File: config.mk
export PLATFORM = sky130hd
export DESIGN_NAME = imem_loader_flat
export DESIGN_NICKNAME = d
export VERILOG_FILES = /design/src/rtl/imem_loader_if.sv /design/src/rtl/imem_loader.sv /design/src/flat_wrapper.sv
export SDC_FILE = /design/constraint.sdc
export NUM_CORES = 1
export LEC_CHECK = 0
export CELL_PAD_IN_SITES_DETAIL_PLACEMENT = 0
export CELL_PAD_IN_SITES_GLOBAL_PLACEMENT = 1
export CORE_ASPECT_RATIO = 0.75
export CORE_MARGIN = 2
export CORE_UTILIZATION = 42
export DETAILED_ROUTE_END_ITERATION = 7
export GPL_TIMING_DRIVEN = 0
export PLACE_DENSITY = 0.91
export SLEW_MARGIN = 20
export SYNTH_ARGS = -nofsm -noshare
export SYNTH_HDL_FRONTEND = slang
export SYNTH_SLANG_ARGS = --single-unit
File: constraint.sdc
create_clock -name clk -period 3.3 [get_ports clk]
set_clock_uncertainty 0.05 [all_clocks]
set_input_delay 0.66 -clock clk [delete_from_list [all_inputs] [get_ports clk]]
set_output_delay 0.66 -clock clk [all_outputs]
set_load 0.02 [all_outputs]
File: src/rtl/imem_loader_if.sv
// ----------------------------------------------------------------------------
// imem_loader_if
//   Groups the byte-stream input and the IMEM write port of imem_loader.
//   Ports (signals):
//     in_data    [7:0]            stream byte
//     in_valid                    in_data valid
//     in_ready                    loader accepts a byte (in_valid & in_ready)
//     imem_we                     one-cycle IMEM write strobe
//     imem_addr  [`ADDR_LEN-1:0]  byte address of the write
//     imem_wdata [`INSTR_LEN-1:0] instruction word to write
//   Modports:
//     master : byte source / IMEM side (drives the stream, observes writes)
//     slave  : the loader itself
// ----------------------------------------------------------------------------
`ifndef ADDR_LEN
`define ADDR_LEN 32
`endif
`ifndef INSTR_LEN
`define INSTR_LEN 32
`endif

interface imem_loader_if;
    logic [7:0]            in_data;
    logic                  in_valid;
    logic                  in_ready;
    logic                  imem_we;
    logic [`ADDR_LEN-1:0]  imem_addr;
    logic [`INSTR_LEN-1:0] imem_wdata;

    modport master (
        output in_data, in_valid,
        input  in_ready, imem_we, imem_addr, imem_wdata
    );

    modport slave (
        input  in_data, in_valid,
        output in_ready, imem_we, imem_addr, imem_wdata
    );
endinterface

File: src/rtl/imem_loader.sv
// ----------------------------------------------------------------------------
// imem_loader
//   Receives a little-endian byte-stream program image (32-bit word count N
//   followed by N words) and writes it word by word into the IMEM write port.
//   Holds the CPU in reset (cpu_hold) until the image is completely loaded.
//   Optional feature macro: IMEM_LOADER_CHECKSUM_EN adds a trailing XOR check
//   byte over all data bytes (header excluded).
//   Ports:
//     clk, rst_n     clock, asynchronous active-low reset
//     bus (slave)    in_data/in_valid/in_ready stream, imem_we/addr/wdata
//     start          one-cycle pulse, restarts a load from DONE/ERR
//     words_loaded   words written in the current load
//     done, error    sticky load status, cleared by start or reset
//     cpu_hold       high keeps the CPU in reset
// ----------------------------------------------------------------------------
module imem_loader #(
    parameter int unsigned IMEM_SIZE = 1024,
    parameter logic [31:0] BASE_ADDR = 32'h0000_0000
) (
    input  logic              clk,
    input  logic              rst_n,
    imem_loader_if.slave      bus,
    input  logic              start,
    output logic [31:0]       words_loaded,
    output logic              done,
    output logic              error,
    output logic              cpu_hold
);

    typedef enum logic [2:0] {
        ST_HDR,
        ST_DATA,
`ifdef IMEM_LOADER_CHECKSUM_EN
        ST_CHK,
`endif
        ST_DONE,
        ST_ERR
    } state_e;

    state_e      state_q, state_d;
    logic [1:0]  cnt_q, cnt_d;
    logic [23:0] shift_q, shift_d;     // bytes 0..2 of the word being assembled
    logic [31:0] count_q, count_d;
    logic [31:0] words_q, words_d;
    logic        we_q, we_d;
    logic [31:0] addr_q, addr_d;
    logic [31:0] wdata_q, wdata_d;
    logic        done_q, done_d;
    logic        error_q, error_d;
    logic        hold_q, hold_d;
`ifdef IMEM_LOADER_CHECKSUM_EN
    logic [7:0]  xor_q, xor_d;
`endif

    logic        in_ready;
    logic        accept;
    logic [31:0] word_full;

`ifdef IMEM_LOADER_CHECKSUM_EN
    assign in_ready = (state_q == ST_HDR) || (state_q == ST_DATA) || (state_q == ST_CHK);
`else
    assign in_ready = (state_q == ST_HDR) || (state_q == ST_DATA);
`endif
    assign accept    = bus.in_valid & in_ready;
    assign word_full = {bus.in_data, shift_q};

    always_comb begin
        state_d = state_q;
        cnt_d   = cnt_q;
        shift_d = shift_q;
        count_d = count_q;
        words_d = words_q;
        we_d    = 1'b0;
        addr_d  = addr_q;
        wdata_d = wdata_q;
        done_d  = done_q;
        error_d = error_q;
        hold_d  = hold_q;
`ifdef IMEM_LOADER_CHECKSUM_EN
        xor_d   = xor_q;
`endif
        case (state_q)
            ST_HDR: begin
                if (accept) begin
                    shift_d = {bus.in_data, shift_q[23:8]};
                    cnt_d   = cnt_q + 2'd1;
                    if (cnt_q == 2'd3) begin
                        count_d = word_full;
                        if (word_full == '0) begin
`ifdef IMEM_LOADER_CHECKSUM_EN
                            state_d = ST_CHK;
`else
                            // Empty image: status goes up together with the state change.
                            state_d = ST_DONE;
                            done_d  = 1'b1;
                            hold_d  = 1'b0;
`endif
                        end else if (word_full > 32'(IMEM_SIZE)) begin
                            state_d = ST_ERR;
                            error_d = 1'b1;
                        end else begin
                            state_d = ST_DATA;
                        end
                    end
                end
            end
            ST_DATA: begin
                if (accept) begin
                    shift_d = {bus.in_data, shift_q[23:8]};
                    cnt_d   = cnt_q + 2'd1;
`ifdef IMEM_LOADER_CHECKSUM_EN
                    xor_d   = xor_q ^ bus.in_data;
`endif
                    if (cnt_q == 2'd3) begin
                        we_d    = 1'b1;
                        addr_d  = BASE_ADDR + (words_q << 2);
                        wdata_d = word_full;
                        words_d = words_q + 32'd1;
                        // Leaving DATA on the last word; done rises one cycle after
                        // the write because the DONE state raises it itself.
                        if (words_q + 32'd1 == count_q) begin
`ifdef IMEM_LOADER_CHECKSUM_EN
                            state_d = ST_CHK;
`else
                            state_d = ST_DONE;
`endif
                        end
                    end
                end
            end
`ifdef IMEM_LOADER_CHECKSUM_EN
            ST_CHK: begin
                if (accept) begin
                    if (bus.in_data == xor_q) begin
                        state_d = ST_DONE;
                        done_d  = 1'b1;
                        hold_d  = 1'b0;
                    end else begin
                        state_d = ST_ERR;
                        error_d = 1'b1;
                    end
                end
            end
`endif
            ST_DONE: begin
                done_d = 1'b1;
                hold_d = 1'b0;
            end
            ST_ERR: begin
                error_d = 1'b1;
            end
            default: state_d = ST_HDR;
        endcase

        // Restart has priority over the status-holding defaults of DONE/ERR.
        if (start && (state_q == ST_DONE || state_q == ST_ERR)) begin
            state_d = ST_HDR;
            cnt_d   = '0;
            words_d = '0;
            addr_d  = BASE_ADDR;
            done_d  = 1'b0;
            error_d = 1'b0;
            hold_d  = 1'b1;
`ifdef IMEM_LOADER_CHECKSUM_EN
            xor_d   = '0;
`endif
        end
    end

    always_ff @(posedge clk or negedge rst_n) begin
        if (!rst_n) begin
            state_q <= ST_HDR;
            cnt_q   <= '0;
            shift_q <= '0;
            count_q <= '0;
            words_q <= '0;
            we_q    <= 1'b0;
            addr_q  <= BASE_ADDR;
            wdata_q <= '0;
            done_q  <= 1'b0;
            error_q <= 1'b0;
            hold_q  <= 1'b1;
`ifdef IMEM_LOADER_CHECKSUM_EN
            xor_q   <= '0;
`endif
        end else begin
            state_q <= state_d;
            cnt_q   <= cnt_d;
            shift_q <= shift_d;
            count_q <= count_d;
            words_q <= words_d;
            we_q    <= we_d;
            addr_q  <= addr_d;
            wdata_q <= wdata_d;
            done_q  <= done_d;
            error_q <= error_d;
            hold_q  <= hold_d;
`ifdef IMEM_LOADER_CHECKSUM_EN
            xor_q   <= xor_d;
`endif
        end
    end

    assign bus.in_ready   = in_ready;
    assign bus.imem_we    = we_q;
    assign bus.imem_addr  = addr_q;
    assign bus.imem_wdata = wdata_q;
    assign words_loaded   = words_q;
    assign done           = done_q;
    assign error          = error_q;
    assign cpu_hold       = hold_q;

endmodule

File: src/flat_wrapper.sv
// flat-port wrapper written by rule: the top's interface ports become plain ports
module imem_loader_flat 
#(
    parameter int unsigned IMEM_SIZE = 1024,
    parameter logic [31:0] BASE_ADDR = 32'h0000_0000
)
  (clk, rst_n, start, words_loaded, done, error, cpu_hold, bus_in_data, bus_in_valid, bus_in_ready, bus_imem_we, bus_imem_addr, bus_imem_wdata);
  imem_loader_if bus_i ();
  input  logic clk;
  input  logic rst_n;
  input  logic start;
  output logic [31:0] words_loaded;
  output logic done;
  output logic error;
  output logic cpu_hold;
  input wire logic [$bits(bus_i.in_data)-1:0] bus_in_data;
  input wire logic [$bits(bus_i.in_valid)-1:0] bus_in_valid;
  output wire logic [$bits(bus_i.in_ready)-1:0] bus_in_ready;
  output wire logic [$bits(bus_i.imem_we)-1:0] bus_imem_we;
  output wire logic [$bits(bus_i.imem_addr)-1:0] bus_imem_addr;
  output wire logic [$bits(bus_i.imem_wdata)-1:0] bus_imem_wdata;
  assign bus_i.in_data = bus_in_data;
  assign bus_i.in_valid = bus_in_valid;
  assign bus_in_ready = bus_i.in_ready;
  assign bus_imem_we = bus_i.imem_we;
  assign bus_imem_addr = bus_i.imem_addr;
  assign bus_imem_wdata = bus_i.imem_wdata;
  imem_loader #(.IMEM_SIZE(IMEM_SIZE), .BASE_ADDR(BASE_ADDR)) u_core (.clk(clk), .rst_n(rst_n), .bus(bus_i), .start(start), .words_loaded(words_loaded), .done(done), .error(error), .cpu_hold(cpu_hold));
endmodule
* Word-level counts from Yosys, hierarchy flattened
Index checks and enable logic that the tools add are counted.
Word-level totals: flip-flop bits (word level) 161, input port bits 12, output and inout port bits 101, word-level logic and storage cells 89
Cells by class: $add $sub $neg 2, magnitude comparators 1, eq/ne operators 14, mux-type cells 39, bitwise gates (word level) 1, reductions and logical operators 21
Operators with widths (number):
- 32-bit 2-to-1 mux | 8
- 32-bit by 1-bit adder with 32-bit output, second input constant | 1
- 32-bit == test | 1
- 32-bit by 11-bit greater-than comparator with 1-bit output, second input constant | 1
- 32-bit zero test | 1
- 3-bit 2-to-1 mux | 7
- 3-bit != test, second input constant | 6
- 1-bit 2-to-1 mux | 16
- 3-bit case mux with 3 select lines | 1
- 3-bit AND reduction | 3
- 2-bit 2-to-1 mux | 4
- 2-bit nonzero test | 4
- 3-bit by 2-bit == test with 1-bit output, second input constant | 2
- 3-bit by 2-bit != test with 1-bit output, second input constant | 2
- 1-bit case mux with 2 select lines | 3
- 6-bit AND reduction | 1
- 3-bit nonzero test | 2
- 5-bit AND reduction | 1
- 2-bit AND reduction | 2
- 4-bit AND reduction | 1
- 2-bit OR reduction | 2
- 3-bit by 1-bit == test with 1-bit output, second input constant | 1
- 3-bit zero test | 1
- 2-bit by 1-bit adder with 2-bit output, second input constant | 1
- 5 further kinds | 6

* Longest topological paths before layout
word-level depth 7, mapped depth 11, mapped depth without buffers 9

* Least setup slack after synthesis
Ideal clock, no wire load.
kind reg2reg, start reg u_core.words_q[0] (netlist: u_core.words_loaded[0]), end reg u_core.state_q[1], setup time 0.075 ns, data arrival time 2.851 ns, slack 0.324 ns, cell stages (with the launch flop) 12, cell sequence dfrtp_1 > ha_1 > nand2_2 > or4_4 > buf_6 > buf_6 > nor3_1 > xnor2_1 > o211a_1 > nand4_1 > o31a_1 > o21ai_2
On the way: cells in the longest elaborated chain, start to end 4
Ends and longest elaborated chain:
- start: declaration | line imem_loader.sv:44 | logic [31:0] words_q, words_d;
- start signal: assignment | line imem_loader.sv:191 | words_q <= words_d;
- 32-bit by 1-bit adder with 32-bit output | line imem_loader.sv:121 | if (words_q + 32'd1 == count_q) begin
- 32-bit == test | line imem_loader.sv:121
- 3-bit != test (no line)
- 6-bit AND reduction (no line)
- end signal: assignment | line imem_loader.sv:187 | state_q <= state_d;
- end: declaration | line imem_loader.sv:40 | state_e state_q, state_d;
Every way passes these cells. A chain may end at the register's enable or synchronous reset.

* Worst setup path after layout
start reg u_core.words_q[12] (netlist: u_core.words_loaded[12]), end reg u_core.state_q[1]
The elaborated chain is that of the path after synthesis.

==> Implementation_results.wiki <==
{| class="wikitable"
! Metric !! Value
|-
| Non-Filler Instances || 1117
|-
| Number of port buffers || 110
|-
| Critical Path Fanout Max || 10
|-
| Area Overhead vs Synth || 28.1%
|-
| Final core utilization || 0.545
|-
| Hold buffer count at cts || 0
|-
| Instance count of the mapped netlist || 728
|-
| Post-DR wirelength/cell || 18.1 um
|-
| First-pass GRT wire length || 32400 um
|-
| Layout cells sized above 1 || 0.152
|-
| Data arrival time at the worst-slack endpoint || 3.47 ns
|-
| Starting Density || 0.426
|-
| Gate family responsible for the most delay along the worst path || simple AND/OR/NAND/NOR gates
|-
| Worst-margin pin slew || 1.02 ns
|-
| Final antenna diode count || 0
|-
| FMAX || 0.311 GHz
|-
| Number of antenna violations at the first check in global routing || 0
|-
| Pwr/cell area || 810 nW/um2
|-
| Detailed Routing Iterations Pass 1 || 5
|-
| TritonCTS clock tree || yes
|-
| Critical path startpoint category || register
|-
| R2R Path End || u_core.state_q[1]$_DFFE_PN0P_
|-
| Run status || completed
|-
| Tot Pwr || 7.75 mW
|-
| Critical Path, Cell by Cell || clkbuf_1 -> nand4_1 -> nor4_2 -> nand3_1 -> mux2_2 -> a221oi_1 -> a211o_1 -> o31a_1 -> o21ai_2
|-
| Final wirelength || 20200 um
|-
| GRT Resource Usage Total || 0.224
|-
| Area of the core || 17600 um2
|-
| I/O pin count || 113
|-
| Count of unresolved DRC violations after routing || 0
|-
| Area of the mapped netlist || 7470 um2
|-
| Overall overflow remaining after global route || 0
|-
| Number of inserted filler cells in the final layout || 1573
|-
| Number of flops mapped to enable cells by yosys || 0
|-
| Number of global-route vias before repair || 5745
|-
| Number of clock sinks || 158
|-
| Avg Cell Area, Syn || 10.3 um2
|-
| Final count of hold timing violations || 0
|-
| Sort of element at the end of the critical path || register
|-
| Max cap viols || 0
|-
| Fin. max-slew vios || 0
|-
| Clock buffers created by TritonCTS || 17
|-
| Buffers and inverters on the worst path || 1
|-
| First-iteration detailed-routing DRC count || 446
|-
| Clock H-tree levels || 4
|-
| Flops & latches, synth || 158
|-
| Die footprint || 18900 um2
|-
| Horizontal extent of the die || 158 um
|-
| Post-synthesis cell type count || 60
|-
| Clock Latency Late Sink || 0.43 ns
|-
| Class of the tightest hold or removal check || in2async
|-
| Bufs on Longest Clock Path || 2
|-
| Required time at the worst-slack endpoint || 3.56 ns
|-
| Remaining antenna violation count || 0
|-
| Placer Congestion || 0.922
|-
| Detailed Place HPWL || 14100 um
|-
| Min Clock Period, post-route || 3.21 ns
|-
| Fraction of synthesis flops using an asynchronous set or reset pin || 1.00
|-
| Pin count of the biggest net entering global routing || 104
|-
| Worst ir drop on vdd || 0.000520 V
|-
| Startpoint of the worst register-to-register path || u_core.words_loaded[12]$_DFFE_PN0P_
|-
| Setup repair after global routing missed its margin || true
|-
| Post-DR vias/cell || 5.44
|-
| Synth Warn # || 0
|-
| Proportion of synthesized chip area in sequential cells || 0.529
|-
| Sum of negative setup slack || 0 ns
|-
| Highest-delay cell along the critical path || sky130_fd_sc_hd__nor4_2
|-
| Post-route clock period utilization || 0.973
|-
| Number of cell instances on the worst register-to-register path || 9
|-
| Total via count in the routed design || 6080
|-
| Slowest Stage Delay on Critical Path || 0.55 ns
|-
| FF-to-FF setup slack || 0.09 ns
|-
| Total number of nets in the final design || 876
|-
| Top FF cell, synth || sky130_fd_sc_hd__dfrtp_1
|-
| Cell Count Post-Placement || 1082
|-
| Crit path kind || reg2reg
|-
| Std-Cell Rows || 42
|-
| Normalized max-slew margin || 0.316
|-
| Vertical extent of the die || 119 um
|-
| Static leakage || 4.07 nW
|-
| Clock-pin slew on the worst setup and hold paths || 0.06 ns
|-
| Clock tree root buffer cell || sky130_fd_sc_hd__clkbuf_16
|-
| Endpoints failing setup || 0
|}
-- cells by family (layout without fill, tap and decap cells) --
logic type / after synthesis / after routing / share of synthesized area
xor+xnor: 44 / 44 / 0.0516
buf+inv: 62 / 208 / 0.0389
simple gates: 266 / 266 / 0.166
flops: 158 / 158 / 0.529
other cells: 1 / 2 / 0.000502
compound gates: 139 / 139 / 0.126
fa+ha+maj: 2 / 2 / 0.00335
mux: 56 / 56 / 0.0843
-- metrics by stage --
| step | setup WS [ns] | cell area, um2 | hold slack, ns |
|---|---|---|---|
| floorplan | 0.324 | 7470 | 0.314 |
| global placement | -4.83 | 8880 | 0.413 |
| detailed placement | -0.935 | 8910 | 0.413 |
| CTS | 0.0731 | 9520 | 0.104 |
| global route | -0.0267 | 9570 | 0.118 |
| finish | 0.0886 | 9570 | 0.0934 |
-- where the power goes --
part	total [mW]	internal [mW]	leakage, nW	switching, mW
registers	3.13	2.54	2.03	0.593
logic	2.62	1.25	1.76	1.38
clock network	1.99	1.18	0.287	0.813
-- synthesized netlist by cell type, drive strengths merged, types with 13 or more instances --
cell    number  area, um2
a21oi       13       65.1
o31ai       13       97.6
mux2        55        619
o21ai       53        269
buf         18        123
clkbuf      37        141
nand2      157        592
nand3       14       70.1
a22o        30        263
nor2        29        111
xnor2       32        280
nand4       15        109
dfrtp      157       3930
nor3        15       96.4
-- routing by layer --
metal | global-route usage | wire length (um)
met5 | 0 | 0
met4 | 0.0574 | 239
met3 | 0.0473 | 1510
met2 | 0.311 | 8470
met1 | 0.355 | 9990
-- cells in the final DEF (no fill, tap or decap), drive strengths merged, types with 3 or more instances in the layout --
| cell type | instances |
|---|---|
| nor4 | 12 |
| clkinvlp | 3 |
| and2 | 3 |
| nand3 | 14 |
| a21oi | 13 |
| mux2 | 55 |
| o21a | 4 |
| o31ai | 13 |
| a31oi | 5 |
| nand4 | 15 |
| nor2 | 29 |
| nor3 | 15 |
| nand2 | 157 |
| xnor2 | 32 |
| a22o | 30 |
| o21ai | 53 |
| buf | 23 |
| xor2 | 12 |
| clkinv | 3 |
| and3 | 6 |
| o22ai | 3 |
| or4 | 4 |
| o41ai | 5 |
| clkbuf | 58 |
| clkdlybuf4s50 | 109 |
| dfrtp | 157 |
| inv | 10 |
-- repair_timing --
action                                  4_1_cts  5_1_grt
buffers inserted                              0        3
endpoints found under the setup margin       74       12
endpoints found under the hold margin         0        0
pin swaps                                     0        1
gates resized for setup                       5        6
-- worst register-to-register path, delay by kind of cell (launching register included) --
| kind | cells | cell delay, ns |
|---|---|---|
| AND/OR/NAND/NOR | 3 | 1.20 |
| AO/OA/AOI/OAI | 4 | 0.72 |
| flip-flops | 1 | 0.39 |
| buffers and inverters | 1 | 0.37 |
| multiplexers | 1 | 0.36 |
-- flip-flops by register name, summed over array words and instances, names as in the netlist --
| name | flops |
|---|---|
| u_core.done | 1 |
| u_core.shift_q | 24 |
| u_core.error | 1 |
| u_core.cnt_q | 2 |
| u_core.bus.imem_addr | 30 |
| u_core.words_loaded | 32 |
| u_core.cpu_hold | 1 |
| u_core.count_q | 32 |
| u_core.state_q | 2 |
| u_core.bus.imem_wdata | 32 |
| u_core.bus.imem_we | 1 |
-- worst max-delay path by stage --
stage,depth (start not counted),slack (ns),from,end
after floorplan,11,0.32,u_core.words_loaded[0]$_DFFE_PN0P_,u_core.state_q[1]$_DFFE_PN0P_
after global placement,1,-4.83,rst_n,u_core.bus.imem_wdata[9]$_DFFE_PN0P_
after detailed placement,9,-0.94,bus_in_valid,u_core.words_loaded[22]$_DFFE_PN0P_
after CTS,11,0.07,u_core.words_loaded[0]$_DFFE_PN0P_,u_core.state_q[0]$_DFFE_PN0P_
after global routing,9,-0.03,u_core.words_loaded[12]$_DFFE_PN0P_,u_core.state_q[1]$_DFFE_PN0P_
final,9,0.09,u_core.words_loaded[12]$_DFFE_PN0P_,u_core.state_q[1]$_DFFE_PN0P_
-- layout make-up --
type,instances,area [um2],area share
multi-input cells,509,3250,0.340
clock inverters,11,131,0.0137
well taps,242,303,0.0317
plain buffers,55,269,0.0281
flip-flops and latches,158,3960,0.414
repair buffers,114,1160,0.121
inverters,7,26.3,0.00275
clock buffers,21,470,0.0492
Note: power is estimated with default switching activity, not from simulation.
